[src/rtl/dmem_port_arbiter_pkg.sv]
// Shared types and constants for the data-memory port arbiter.
// Holds the FSM state encoding, requester IDs and default geometry.
package dmem_arb_pkg;

    typedef enum logic [1:0] {
        IDLE   = 2'd0,
        ACCESS = 2'd1,
        WAIT   = 2'd2,
        RESP   = 2'd3
    } state_t;

    localparam logic PORT_MA  = 1'b0;
    localparam logic PORT_AUX = 1'b1;

    localparam int DEFAULT_DEPTH   = 10001;
    localparam int DEFAULT_MEM_LAT = 2;

endpackage

[src/rtl/dmem_port_arbiter_rr_arbiter2.sv]
// Two-way round-robin arbiter with a registered last-grant pointer.
// Grants are combinational; the pointer moves only when a grant is issued.
module rr_arbiter2
    import dmem_arb_pkg::*;
(
    input  logic clk,
    input  logic rst,
    input  logic en,
    input  logic req0,
    input  logic req1,
    output logic gnt0,
    output logic gnt1
);

    logic last_r;

    // Grant selection: on a tie the port not granted last wins
    always_comb begin
        gnt0 = 1'b0;
        gnt1 = 1'b0;
        if (en) begin
            if (req0 && req1) begin
                gnt0 = (last_r == PORT_AUX);
                gnt1 = (last_r == PORT_MA);
            end else begin
                gnt0 = req0;
                gnt1 = req1;
            end
        end else begin
            gnt0 = 1'b0;
            gnt1 = 1'b0;
        end
    end

    // Last-grant pointer, starts as if port 1 had just been served
    always_ff @(posedge clk or negedge rst) begin
        if (!rst) begin
            last_r <= PORT_AUX;
        end else if (gnt0 || gnt1) begin
            last_r <= gnt1 ? PORT_AUX : PORT_MA;
        end else begin
            last_r <= last_r;
        end
    end

endmodule

[src/rtl/dmem_port_arbiter.sv]
// Shares a single-port data memory between the MA stage and an auxiliary port.
// One transaction in flight; registered command and response, fixed read latency.
module dmem_port_arbiter
    import dmem_arb_pkg::*;
#(
    parameter int ADDR_W  = 32,
    parameter int DATA_W  = 32,
    parameter int DEPTH   = DEFAULT_DEPTH,
    parameter int MEM_LAT = DEFAULT_MEM_LAT
) (
    input  logic              clk,
    input  logic              rst,
    input  logic              rq0_valid,
    input  logic              rq0_we,
    input  logic [ADDR_W-1:0] rq0_addr,
    input  logic [DATA_W-1:0] rq0_wdata,
    output logic              rq0_ready,
    output logic              rs0_valid,
    output logic [DATA_W-1:0] rs0_rdata,
    output logic              rs0_err,
    input  logic              rq1_valid,
    input  logic              rq1_we,
    input  logic [ADDR_W-1:0] rq1_addr,
    input  logic [DATA_W-1:0] rq1_wdata,
    output logic              rq1_ready,
    output logic              rs1_valid,
    output logic [DATA_W-1:0] rs1_rdata,
    output logic              rs1_err,
    output logic              mem_en,
    output logic              mem_we,
    output logic [ADDR_W-1:0] mem_addr,
    output logic [DATA_W-1:0] mem_wdata,
    input  logic [DATA_W-1:0] mem_rdata,
    output logic              ma_stall
);

    state_t            state_r, state_nxt_s;
    logic              owner_r, we_r;
    logic [2:0]        cnt_r;
    logic              gnt0_s, gnt1_s, arb_en_s, accept_s, issue_s;
    logic              sel_port_s, sel_we_s, sel_err_s;
    logic [ADDR_W-1:0] sel_addr_s;
    logic [DATA_W-1:0] sel_wdata_s;
    logic              resp_fire_s, resp_port_s, resp_err_s;
    logic [DATA_W-1:0] resp_data_s;
    logic              mem_en_r, mem_we_r;
    logic [ADDR_W-1:0] mem_addr_r;
    logic [DATA_W-1:0] mem_wdata_r;
    logic              rs0_valid_r, rs0_err_r, rs1_valid_r, rs1_err_r;
    logic [DATA_W-1:0] rs0_rdata_r, rs1_rdata_r;

    // Reset gates the enable so neither port sees ready while held in reset
    assign arb_en_s = (state_r == IDLE) && rst;

    rr_arbiter2 u_arb (
        .clk  (clk),
        .rst  (rst),
        .en   (arb_en_s),
        .req0 (rq0_valid),
        .req1 (rq1_valid),
        .gnt0 (gnt0_s),
        .gnt1 (gnt1_s)
    );

    // Winner mux, range check and next-state / response decode
    always_comb begin
        sel_port_s  = gnt1_s ? PORT_AUX : PORT_MA;
        sel_we_s    = gnt1_s ? rq1_we : rq0_we;
        sel_addr_s  = gnt1_s ? rq1_addr : rq0_addr;
        sel_wdata_s = gnt1_s ? rq1_wdata : rq0_wdata;
        accept_s    = gnt0_s || gnt1_s;
        sel_err_s   = (sel_addr_s >= ADDR_W'(DEPTH));
        issue_s     = accept_s && !sel_err_s;
        state_nxt_s = state_r;
        resp_fire_s = 1'b0;
        resp_port_s = owner_r;
        resp_err_s  = 1'b0;
        resp_data_s = {DATA_W{1'b0}};
        case (state_r)
            IDLE: begin
                if (accept_s && sel_err_s) begin
                    state_nxt_s = RESP;
                    resp_fire_s = 1'b1;
                    resp_port_s = sel_port_s;
                    resp_err_s  = 1'b1;
                end else if (accept_s) begin
                    state_nxt_s = ACCESS;
                end else begin
                    state_nxt_s = IDLE;
                end
            end
            ACCESS: begin
                if (we_r) begin
                    state_nxt_s = RESP;
                    resp_fire_s = 1'b1;
                end else begin
                    state_nxt_s = WAIT;
                end
            end
            WAIT: begin
                // Counter at 1 marks the edge on which read data is valid
                if (cnt_r <= 3'd1) begin
                    state_nxt_s = RESP;
                    resp_fire_s = 1'b1;
                    resp_data_s = mem_rdata;
                end else begin
                    state_nxt_s = WAIT;
                end
            end
            RESP:    state_nxt_s = IDLE;
            default: state_nxt_s = IDLE;
        endcase
    end

    // FSM state, transaction context and latency counter
    always_ff @(posedge clk or negedge rst) begin
        if (!rst) begin
            state_r <= IDLE;
            owner_r <= PORT_MA;
            we_r    <= 1'b0;
            cnt_r   <= 3'd0;
        end else begin
            state_r <= state_nxt_s;
            if (accept_s) begin
                owner_r <= sel_port_s;
                we_r    <= sel_we_s;
            end else begin
                owner_r <= owner_r;
                we_r    <= we_r;
            end
            if (state_r == ACCESS) begin
                cnt_r <= 3'(MEM_LAT);
            end else if (state_r == WAIT) begin
                cnt_r <= cnt_r - 3'd1;
            end else begin
                cnt_r <= cnt_r;
            end
        end
    end

    // Memory command registers, strobed for the single ACCESS cycle
    always_ff @(posedge clk or negedge rst) begin
        if (!rst) begin
            mem_en_r    <= 1'b0;
            mem_we_r    <= 1'b0;
            mem_addr_r  <= {ADDR_W{1'b0}};
            mem_wdata_r <= {DATA_W{1'b0}};
        end else begin
            mem_en_r <= issue_s;
            mem_we_r <= issue_s && sel_we_s;
            if (issue_s) begin
                mem_addr_r  <= sel_addr_s;
                mem_wdata_r <= sel_wdata_s;
            end else begin
                mem_addr_r  <= mem_addr_r;
                mem_wdata_r <= mem_wdata_r;
            end
        end
    end

    // Response registers, zero except in the owner's RESP cycle
    always_ff @(posedge clk or negedge rst) begin
        if (!rst) begin
            rs0_valid_r <= 1'b0;
            rs0_err_r   <= 1'b0;
            rs0_rdata_r <= {DATA_W{1'b0}};
            rs1_valid_r <= 1'b0;
            rs1_err_r   <= 1'b0;
            rs1_rdata_r <= {DATA_W{1'b0}};
        end else begin
            rs0_valid_r <= resp_fire_s && (resp_port_s == PORT_MA);
            rs0_err_r   <= resp_fire_s && (resp_port_s == PORT_MA) && resp_err_s;
            rs0_rdata_r <= (resp_fire_s && (resp_port_s == PORT_MA)) ? resp_data_s : {DATA_W{1'b0}};
            rs1_valid_r <= resp_fire_s && (resp_port_s == PORT_AUX);
            rs1_err_r   <= resp_fire_s && (resp_port_s == PORT_AUX) && resp_err_s;
            rs1_rdata_r <= (resp_fire_s && (resp_port_s == PORT_AUX)) ? resp_data_s : {DATA_W{1'b0}};
        end
    end

    assign rq0_ready = gnt0_s;
    assign rq1_ready = gnt1_s;
    assign mem_en    = mem_en_r;
    assign mem_we    = mem_we_r;
    assign mem_addr  = mem_addr_r;
    assign mem_wdata = mem_wdata_r;
    assign rs0_valid = rs0_valid_r;
    assign rs0_rdata = rs0_rdata_r;
    assign rs0_err   = rs0_err_r;
    assign rs1_valid = rs1_valid_r;
    assign rs1_rdata = rs1_rdata_r;
    assign rs1_err   = rs1_err_r;
    assign ma_stall  = (rq0_valid && !gnt0_s) ||
                       ((owner_r == PORT_MA) && ((state_r == ACCESS) || (state_r == WAIT)));

endmodule

[config.mk]
export PLATFORM = sky130hd
export DESIGN_NAME = dmem_port_arbiter
export DESIGN_NICKNAME = d
export VERILOG_FILES = /design/src/rtl/dmem_port_arbiter_pkg.sv /design/src/rtl/dmem_port_arbiter_rr_arbiter2.sv /design/src/rtl/dmem_port_arbiter.sv
export SDC_FILE = /design/constraint.sdc
export NUM_CORES = 1
export LEC_CHECK = 0
export CORE_MARGIN = 2
export CORE_UTILIZATION = 40
export DETAILED_ROUTE_END_ITERATION = 12
export HOLD_SLACK_MARGIN = 0.08
export PLACE_DENSITY = 0.8
export SYNTH_ARGS = -nofsm -noshare
export SYNTH_HDL_FRONTEND = slang
export SYNTH_SLANG_ARGS = --single-unit
export TNS_END_PERCENT = 1
[constraint.sdc]
create_clock -name clk -period 3.7 [get_ports clk]
set_clock_uncertainty 0.1 [all_clocks]
set_input_delay 0.74 -clock clk [delete_from_list [all_inputs] [get_ports clk]]
set_output_delay 0.74 -clock clk [all_outputs]
set_load 0.02 [all_outputs]
==> results of run 1 <==
==> how the worst max path moves through the flow <==
| stage | from | end | slack [ns] |
|---|---|---|---|
| after floorplan | rq0_addr[1] | mem_addr[0] | 0.56 |
| after global placement | rq1_addr[1] | mem_wdata[21] | 0.05 |
| after detailed placement | rq0_addr[1] | mem_wdata[6] | -0.06 |
| after CTS | rq1_valid | ma_stall | 0.35 |
| after global routing | rq0_addr[1] | mem_wdata[23] | 0.22 |
| final | rq0_addr[1] | mem_wdata[24] | 0.33 |
==> per-layer routing <==
| layer | vias to the layer above | wire length (µm) | global-route usage, % |
|---|---|---|---|
| met5 | - | 0 | 0 |
| met3 | 35 | 1250 | 5.99 |
| met2 | 214 | 8960 | 38.5 |
| met4 | 0 | 508 | 9.24 |
| met1 | 2360 | 7370 | 28.9 |
| li1 | 2254 | - | - |
==> sequential cells by signal (all words and copies together) (netlist names), 2 cells and up <==
| register | flops |
|---|---|
| rs0_rdata | 32 |
| state_r | 2 |
| mem_wdata | 32 |
| mem_addr | 32 |
| rs1_rdata | 32 |
| cnt_r | 3 |
==> synth_stat cells <==
master	number	area (µm²)
dfrtp_1	141	3530
a21oi_1	68	340
mux2_2	52	586
mux2_4	40	601
nand2_1	39	146
nor2b_1	19	119
clkbuf_1	17	63.8
inv_1	10	37.5
nor4_1	10	62.6
o21ai_0	8	40.0
nor2_1	7	26.3
buf_2	6	30.0
ha_1	6	75.1
nand4_1	5	31.3
buf_12	4	80.1
buf_6	3	33.8
a2111oi_1	2	20.0
a21o_1	2	15.0
and2_1	2	12.5
and3_1	2	12.5
mux2i_1	2	20.0
nor3_1	2	10.0
nor4b_1	2	17.5
o22ai_1	2	12.5
or4_1	2	15.0
a32oi_1	1	8.76
dfstp_2	1	26.3
mux2_1	1	11.3
nor3_4	1	16.3
o211ai_2	1	12.5
o21a_1	1	7.51
o21ai_2	1	8.76
o2bb2ai_1	1	8.76
o32ai_1	1	8.76
or2_1	1	6.26
or2_2	1	6.26
or3_1	1	6.26
==> stage by stage <==
step           area [µm²]  total power [mW]
2_1_floorplan        6060              2.15
3_3_place_gp         9310              2.55
3_5_place_dp         9310              2.58
4_1_cts              9880              4.23
5_1_grt              9880              4.41
6_report             9880              4.19
==> cell families after synthesis <==
group	count (synthesis)	share of synthesized area, %
buffers and inverters	40	4.04
muxes	95	20.1
adders and majority gates	6	1.24
DFF	142	58.6
and+or+nand+nor	94	8.05
AOI/OAI and AO/OA	88	7.97
==> critical path, cell delays in order <==
cell and delay (ns):
clkdlybuf4s50_1 0.41, or4_1 0.57, a2111oi_1 0.54, nor4_1 0.11, or2_1 0.29, nor3_4 0.27
buf_12 0.29, mux2_4 0.33
==> power breakdown <==
part           switching [mW]  internal (mW)
Clock                   0.630           1.01
Combinational           0.456          0.437
Sequential             0.0415           1.62
Total                    1.13           3.07
==> final cells by class <==
type	instances	area (µm²)
multi-input combinational	283	2280
inverter	10	37.5
clock inverter	10	115
clock buffer	22	454
tap	188	235
timing repair buffer	320	3210
fill	1108	5150
sequential	142	3550
==> flow_summary.json, run 1 <==
{
  "whs_endpoint": "mem_addr[18]",
  "final_common_cell": "clkdlybuf4s50_1",
  "holdWs_ns": 0.401,
  "min_path_type": "reg2reg",
  "yosysWarnings": 0,
  "synth_nets": 637,
  "insertedDiodeCount": 0,
  "cts_resized": 0,
  "start_util_pct": 40.3,
  "root_buffer": "clkbuf_16",
  "pin_count": 303,
  "dp.cells": 943,
  "io_buffers": 302,
  "syn_area_um2": 6060,
  "path_clk_slew_ns": 0.06,
  "nets": 946,
  "critPathMaxFanout": 30,
  "final_layout_size_suffix_gt1_share_pct": 18.7,
  "r2r_slack_ns": 0.80,
  "route.detailed.drc": 0,
  "report.final.slew_viol_count": 0,
  "cts_buffers": 17,
  "finalCriticalPeriod_ns": 3.37,
  "worstPathArrival_ns": 3.56,
  "ys_ff_latch": 142,
  "setup_violations": 0,
  "syn-instance-count": 465,
  "cts_tree": "built",
  "die_h_um": 127,
  "fin_crit_sh_pct": 91.1,
  "startpoint_type": "input port",
  "coreArea_um2": 15000,
  "setup_slack_ns": 0.328,
  "grt_antenna_before_repair": 0,
  "wl_per_cell_um": 18.5,
  "cp-end-kind": "flop",
  "grt_pass1_wl_mm": 28.6,
  "relSlewSlack_pct": 17.2,
  "ant_nets": 0,
  "synth-seq-area-share_pct": 58.6,
  "first_global_vias": 5178,
  "cts.htree.levels": 4,
  "regToRegStartpoint": "state_r[0]",
  "area.growth.synth_to_final_pct": 63.0,
  "drt_iter0_markers": 198,
  "cp_data_required_time_ns": 3.89,
  "dr.pass1.iters": 4,
  "status": "finished, final reports clean",
  "hold_viol": 0,
  "post-route-util_pct": 65.7,
  "fp-row-count": 45,
  "vias": 4863,
  "rr_endpoint": "mem_wdata[24]",
  "gr-total-overflow": 0,
  "grt_max_degree": 84,
  "clock.fmax_ghz": 0.297,
  "clock_sinks": 142,
  "die_width_um": 127,
  "wl_mm": 18.1,
  "tns_ns": 0,
  "gp_congestion": 0.922,
  "rr_worst_depth": 10,
  "worst_pin_slew_ns": 1.24,
  "hp-start": "mem_addr[18]",
  "irDropWorstVdd_mv": 0.339,
  "syn_avg_cell_area_um2": 13.0,
  "rsz0062_at_grt": "no",
  "hold_depth": 1,
  "synth_cell_types": 37,
  "dpl.hpwl_mm": 13.4,
  "dieArea_um2": 16200,
  "via_per_inst": 4.99,
  "power_density_nw_per_um2": 424,
  "p_leak_nw": 4.27,
  "cts_setup_buffers": 0,
  "cts.path.max_buffers": 2,
  "cap_violations": 0,
  "layoutNonFillerInstCount": 975,
  "final_cell_mix": "301 x clkdlybuf4s50_1, 141 x dfrtp_1, 67 x a21oi_1, 52 x mux2_2, 40 x mux2_4",
  "grtUsageTotal_pct": 23.1,
  "clk_latency_ns": 0.41,
  "holdBufCountCts": 0,
  "crit_type": "in2reg",
  "pre_cts_ws_ns": -0.0605
}
Note: power is estimated with default switching activity, not from simulation.
==> inputs of run 2 (changes only) <==
--- a/config.mk
+++ b/config.mk
@@ -5,11 +5,13 @@
 export SDC_FILE = /design/constraint.sdc
 export NUM_CORES = 1
 export LEC_CHECK = 0
+export ABC_AREA = 1
 export CORE_MARGIN = 2
-export CORE_UTILIZATION = 40
+export CORE_UTILIZATION = 41
 export DETAILED_ROUTE_END_ITERATION = 12
 export HOLD_SLACK_MARGIN = 0.08
-export PLACE_DENSITY = 0.8
+export PLACE_DENSITY = 0.81
+export SETUP_SLACK_MARGIN = 0.4
 export SYNTH_ARGS = -nofsm -noshare
 export SYNTH_HDL_FRONTEND = slang
 export SYNTH_SLANG_ARGS = --single-unit
==> flow_summary.json, run 2 <==
{
  "syn_avg_cell_area_um2": 8.93,
  "cts.htree.levels": 4,
  "via_per_inst": 4.74,
  "dieArea_um2": 16000,
  "synth_cell_types": 27,
  "cts_setup_buffers": 0,
  "cp_data_required_time_ns": 2.86,
  "synth_nets": 860,
  "grtUsageTotal_pct": 23.4,
  "synth_edf_count": 0,
  "wl_per_cell_um": 15.7,
  "final_layout_size_suffix_gt1_share_pct": 7.61,
  "fin_crit_sh_pct": 86.8,
  "drt_iter0_markers": 342,
  "synth_top_area_cell": "dfrtp_1",
  "die_width_um": 126,
  "post-synth-top-count-cell": "nand2_1",
  "io_buffers": 302,
  "path_clk_slew_ns": 0.05,
  "worstPathArrival_ns": 2.37,
  "cts_resized": 2,
  "startpoint_type": "input port",
  "min_path_type": "reg2reg",
  "finalCriticalPeriod_ns": 3.21,
  "dpl.hpwl_mm": 13.6,
  "holdBufCountCts": 0,
  "fp-row-count": 44,
  "clk_latency_ns": 0.42,
  "seq_power_share_pct": 36.0,
  "status": "finished, final reports clean",
  "p_clk_share_pct": 39.7,
  "route.detailed.drc": 0,
  "cts_buffers": 17,
  "yosysWarnings": 0,
  "grt_antenna_before_repair": 0,
  "final_common_cell": "clkdlybuf4s50_1",
  "multiInputGateArea_um2": 2120,
  "p_int_mw": 3.26,
  "clock.fmax_ghz": 0.311,
  "ys_ff_latch": 142,
  "synthTopCellsByArea": "dfrtp_1 57%, nand2_1 14%, nor2_1 4.5%",
  "grt_pass1_wl_mm": 29.0,
  "nets": 1158,
  "yosysTopAreaCellShare_pct": 57.5,
  "crit_type": "in2out",
  "first_global_vias": 5484,
  "wl_mm": 18.6,
  "gr-total-overflow": 0,
  "cap_violations": 0,
  "root_buffer": "clkbuf_16",
  "swShare_pct": 30.1,
  "report.final.slew_viol_count": 0,
  "power_density_nw_per_um2": 470,
  "clock_sinks": 142,
  "cts_tree": "built",
  "irDropWorstVdd_mv": 0.337,
  "worst_pin_slew_ns": 0.909,
  "syn_area_um2": 6140,
  "hold_viol": 0,
  "syn-instance-count": 688,
  "coreArea_um2": 14600,
  "synth_ff_type": "dfrtp_1",
  "vias": 5610,
  "final_area_um2": 9940,
  "critPathMaxFanout": 5,
  "setup_violations": 0,
  "dr.pass1.iters": 7,
  "cp-end-kind": "output pin",
  "ff_latch_area_um2": 3550,
  "grt_max_degree": 73,
  "ys_async_sr_fraction_pct": 100,
  "synth-seq-area-share_pct": 57.9,
  "pwr-share-comb_pct": 24.3,
  "synth_commonest_cells": "228 x nand2_1, 141 x dfrtp_1, 74 x nor2_1, 57 x inv_1, 42 x nand3_1",
  "ant_nets": 0,
  "cts.path.max_buffers": 2,
  "rsz0062_at_grt": "yes",
  "insertedDiodeCount": 0,
  "final_cell_mix": "300 x clkdlybuf4s50_1, 228 x nand2_1, 141 x dfrtp_1, 73 x nor2_1, 56 x inv_1",
  "gp_congestion": 0.836,
  "placed_cell_area_um2": 9280,
  "area.growth.synth_to_final_pct": 61.9,
  "pin_count": 303,
  "n_fill_cell": 1120,
  "relSlewSlack_pct": 39.4,
  "tns_ns": 0,
  "p_leak_nw": 4.70,
  "start_util_pct": 42.1,
  "die_h_um": 126,
  "power_switching_mw": 1.41
}
[run 2: changes by cell type after synthesis, sizes merged, moves of 16 or more]
cell    delta
nand2    +196
mux2      -93
nor2      +82
a21oi     -64
inv       +49
nand3     +43
o21a      +31
nor2b     -19
nand3b    +16
[run 2: worst max-delay path: stages]
cell and delay (ns):
clkdlybuf4s50_1 0.47, inv_1 0.07, a211oi_2 0.40, clkdlybuf4s50_1 0.69
[run 2: logic make-up after synthesis]
family | count (synthesis) | share of synthesized area, %
simple gates | 383 | 26.6
flops | 142 | 57.9
buf+inv | 96 | 7.72
compound gates | 61 | 6.60
fa+ha+maj | 6 | 1.22
[run 2: layout make-up]
type | count | share of cell area, %
Multi-Input combinational cell | 450 | 21.4
Inverter | 59 | 2.27
Timing Repair Buffer | 316 | 31.8
Tap cell | 184 | 2.32
Clock inverter | 11 | 1.79
Sequential cell | 142 | 35.8
Clock buffer | 21 | 4.73
[run 2: per-layer routing]
| metal | share of wire, % | vias to the layer above | global-route usage (%) |
|---|---|---|---|
| met5 | 0 | - | 0 |
| met4 | 2.9 | 0 | 10.2 |
| met3 | 7.2 | 33 | 5.69 |
| met2 | 50 | 224 | 40.4 |
| met1 | 40 | 2628 | 27.9 |
| li1 | - | 2725 | - |
[run 2: through the flow]
| stage | cells | worst slack [ns] | util [%] | hold WS (ns) | power, mW |
|---|---|---|---|---|---|
| after floorplan | 688 | 1.00 | - | 0.344 | 2.41 |
| after global placement | 1151 | 0.244 | 63.6 | 0.347 | 2.82 |
| after detailed placement | 1151 | 0.215 | 63.6 | 0.352 | 2.84 |
| after CTS | 1183 | 0.357 | 68.1 | 0.368 | 4.71 |
| after global routing | 1183 | 0.329 | 68.1 | 0.391 | 4.90 |
| final | 1183 | 0.487 | 68.1 | 0.363 | 4.67 |
[run 2: worst paths after layout]
check / from / to / slack [ns] / cells after the start
max: rq0_valid / rq0_ready / 0.49 / 4
min: mem_addr[24] / mem_addr[24] / 0.36 / 2
max reg2reg: state_r[0] / rs1_rdata[28] / 0.71 / 18
min reg2reg: mem_addr[24] / mem_addr[24] / 0.36 / 2
max in group asynchronous: rst / rs1_rdata[22] / 1.67 / 3
min in group asynchronous: rst / we_r / 0.43 / 2
[run 2: power by group through the flow]
| stage | clock network, mW | registers, mW | logic (mW) |
|---|---|---|---|
| 3_3_place_gp | 0 | 1.70 | 1.11 |
| 3_5_place_dp | 0 | 1.71 | 1.13 |
| 2_1_floorplan | 0 | 1.74 | 0.673 |
| 4_1_cts | 1.88 | 1.68 | 1.14 |
| 6_report | 1.85 | 1.68 | 1.13 |
| 5_1_grt | 1.96 | 1.69 | 1.25 |
==> inputs of run 3 (changes only) <==
--- a/config.mk
+++ b/config.mk
@@ -7,10 +7,9 @@
 export LEC_CHECK = 0
 export ABC_AREA = 1
 export CORE_MARGIN = 2
-export CORE_UTILIZATION = 41
+export CORE_UTILIZATION = 30
 export DETAILED_ROUTE_END_ITERATION = 12
 export HOLD_SLACK_MARGIN = 0.08
-export PLACE_DENSITY = 0.81
 export SETUP_SLACK_MARGIN = 0.4
 export SYNTH_ARGS = -nofsm -noshare
 export SYNTH_HDL_FRONTEND = slang
==> flow_summary.json, run 3 (synthesized netlist as in run 2, its figures left out) <==
{
  "cts_buffers": 17,
  "cap_violations": 0,
  "rsz0062_at_grt": "no",
  "path_clk_slew_ns": 0.06,
  "relSlewSlack_pct": 50.7,
  "ant_nets": 0,
  "dr.pass1.iters": 4,
  "status": "finished, final reports clean",
  "fin_crit_sh_pct": 85.9,
  "pin_count": 303,
  "cp-end-kind": "output pin",
  "area.growth.synth_to_final_pct": 63.3,
  "clock_sinks": 142,
  "final_cell_mix": "300 x clkdlybuf4s50_1, 228 x nand2_1, 141 x dfrtp_1, 73 x nor2_1, 56 x inv_1",
  "die_width_um": 147,
  "final_common_cell": "clkdlybuf4s50_1",
  "start_util_pct": 30.4,
  "final_layout_size_suffix_gt1_share_pct": 7.79,
  "cts_setup_buffers": 0,
  "cts_tree": "built",
  "fp-row-count": 52,
  "crit_type": "in2out",
  "p_leak_nw": 4.68,
  "tns_ns": 0,
  "report.final.slew_viol_count": 0,
  "gr-total-overflow": 0,
  "io_buffers": 302,
  "route.detailed.drc": 0,
  "worstPathArrival_ns": 2.34,
  "root_buffer": "clkbuf_16",
  "nets": 1161,
  "layoutNonFillerInstCount": 1271,
  "irDropWorstVdd_mv": 0.258,
  "startpoint_type": "input port",
  "vias": 5473,
  "dpl.hpwl_mm": 13.8,
  "insertedDiodeCount": 0,
  "grtUsageTotal_pct": 17.4,
  "wl_mm": 18.9,
  "clock.fmax_ghz": 0.315,
  "wl_per_cell_um": 14.8,
  "worst_pin_slew_ns": 0.739,
  "critPathMaxFanout": 3,
  "hold_depth": 2,
  "hold_viol": 0,
  "finalCriticalPeriod_ns": 3.18,
  "grt_max_degree": 143,
  "gp_congestion": 0.769,
  "grt_pass1_wl_mm": 29.4,
  "first_global_vias": 5461,
  "cts.path.max_buffers": 2,
  "coreArea_um2": 20200,
  "dieArea_um2": 21600,
  "cts.htree.levels": 4,
  "rr_worst_depth": 19,
  "drt_iter0_markers": 217,
  "clk_latency_ns": 0.41,
  "dp.cells": 1240,
  "via_per_inst": 4.31,
  "power_density_nw_per_um2": 452,
  "min_path_type": "reg2reg",
  "setup_violations": 0,
  "grt_antenna_before_repair": 0,
  "cp_data_required_time_ns": 2.86,
  "die_h_um": 147
}
-- run 3: changes by cell type in the layout (fill, tap and decap cells not counted) --
cell and delta:
bufinv_16 -2, buf_12 +1, buf_4 +2, clkinvlp_4 -1
clkinv_4 +1, inv_6 +1, dlymetal6s2s_1 -1, dlygate4sd2_1 +1
-- run 3: routing by layer --
| layer | track usage (%) | wire length [µm] | part of all wire, % |
|---|---|---|---|
| met5 | 0 | 0 | 0 |
| met4 | 5.48 | 292 | 1.5 |
| met3 | 4.13 | 1000 | 5.3 |
| met2 | 31.3 | 9860 | 52 |
| met1 | 20.6 | 7700 | 41 |
-- run 3: stage by stage --
stage / hold WS [ns] / utilization, % / worst slack, ns / total power, mW / area [µm²]
2_1_floorplan: 0.344 / - / 1.00 / 2.41 / 6140
3_3_place_gp: 0.348 / 46.7 / 0.260 / 2.84 / 9420
3_5_place_dp: 0.355 / 46.7 / 0.238 / 2.86 / 9420
4_1_cts: 0.370 / 49.7 / 0.399 / 4.60 / 10000
5_1_grt: 0.376 / 49.7 / 0.424 / 4.79 / 10000
6_report: 0.364 / 49.7 / 0.523 / 4.53 / 10000
-- run 3: final timing paths --
kind,start,endpoint,slack [ns]
max,rq0_valid,ma_stall,0.52
min,mem_addr[16],mem_addr[16],0.36
max reg2reg,state_r[1],rs1_rdata[12],0.74
min reg2reg,mem_addr[16],mem_addr[16],0.36
max in group asynchronous,rst,mem_addr[15],2.61
min in group asynchronous,rst,mem_wdata[21],0.41
-- run 3: cell type report --
type / instances / area [µm²]
multi-input cells: 450 / 2120
fillers: 1901 / 10100
clock inverters: 10 / 128
clock buffers: 21 / 470
flip-flops and latches: 142 / 3550
well taps: 270 / 338
inverters: 59 / 225
repair buffers: 319 / 3190
-- run 3: timing repair --
item	in CTS	in global routing
endpoints found under the setup margin	2	2
gates resized for setup	2	1
hold buffers	0	0
-- run 3: critical path, cell delays in order --
cell and delay (ns):
clkdlybuf4s50_1 0.47, inv_1 0.07, a211oi_2 0.28, buf_4 0.17, o22ai_1 0.05, clkdlybuf4s50_1 0.55
-- run 3: report_power, final --
| part | total (mW) | internal [mW] | switching [mW] |
|---|---|---|---|
| combinational | 1.13 | 0.439 | 0.692 |
| sequential | 1.68 | 1.64 | 0.0460 |
| clock | 1.72 | 1.05 | 0.663 |
| total | 4.53 | 3.13 | 1.40 |
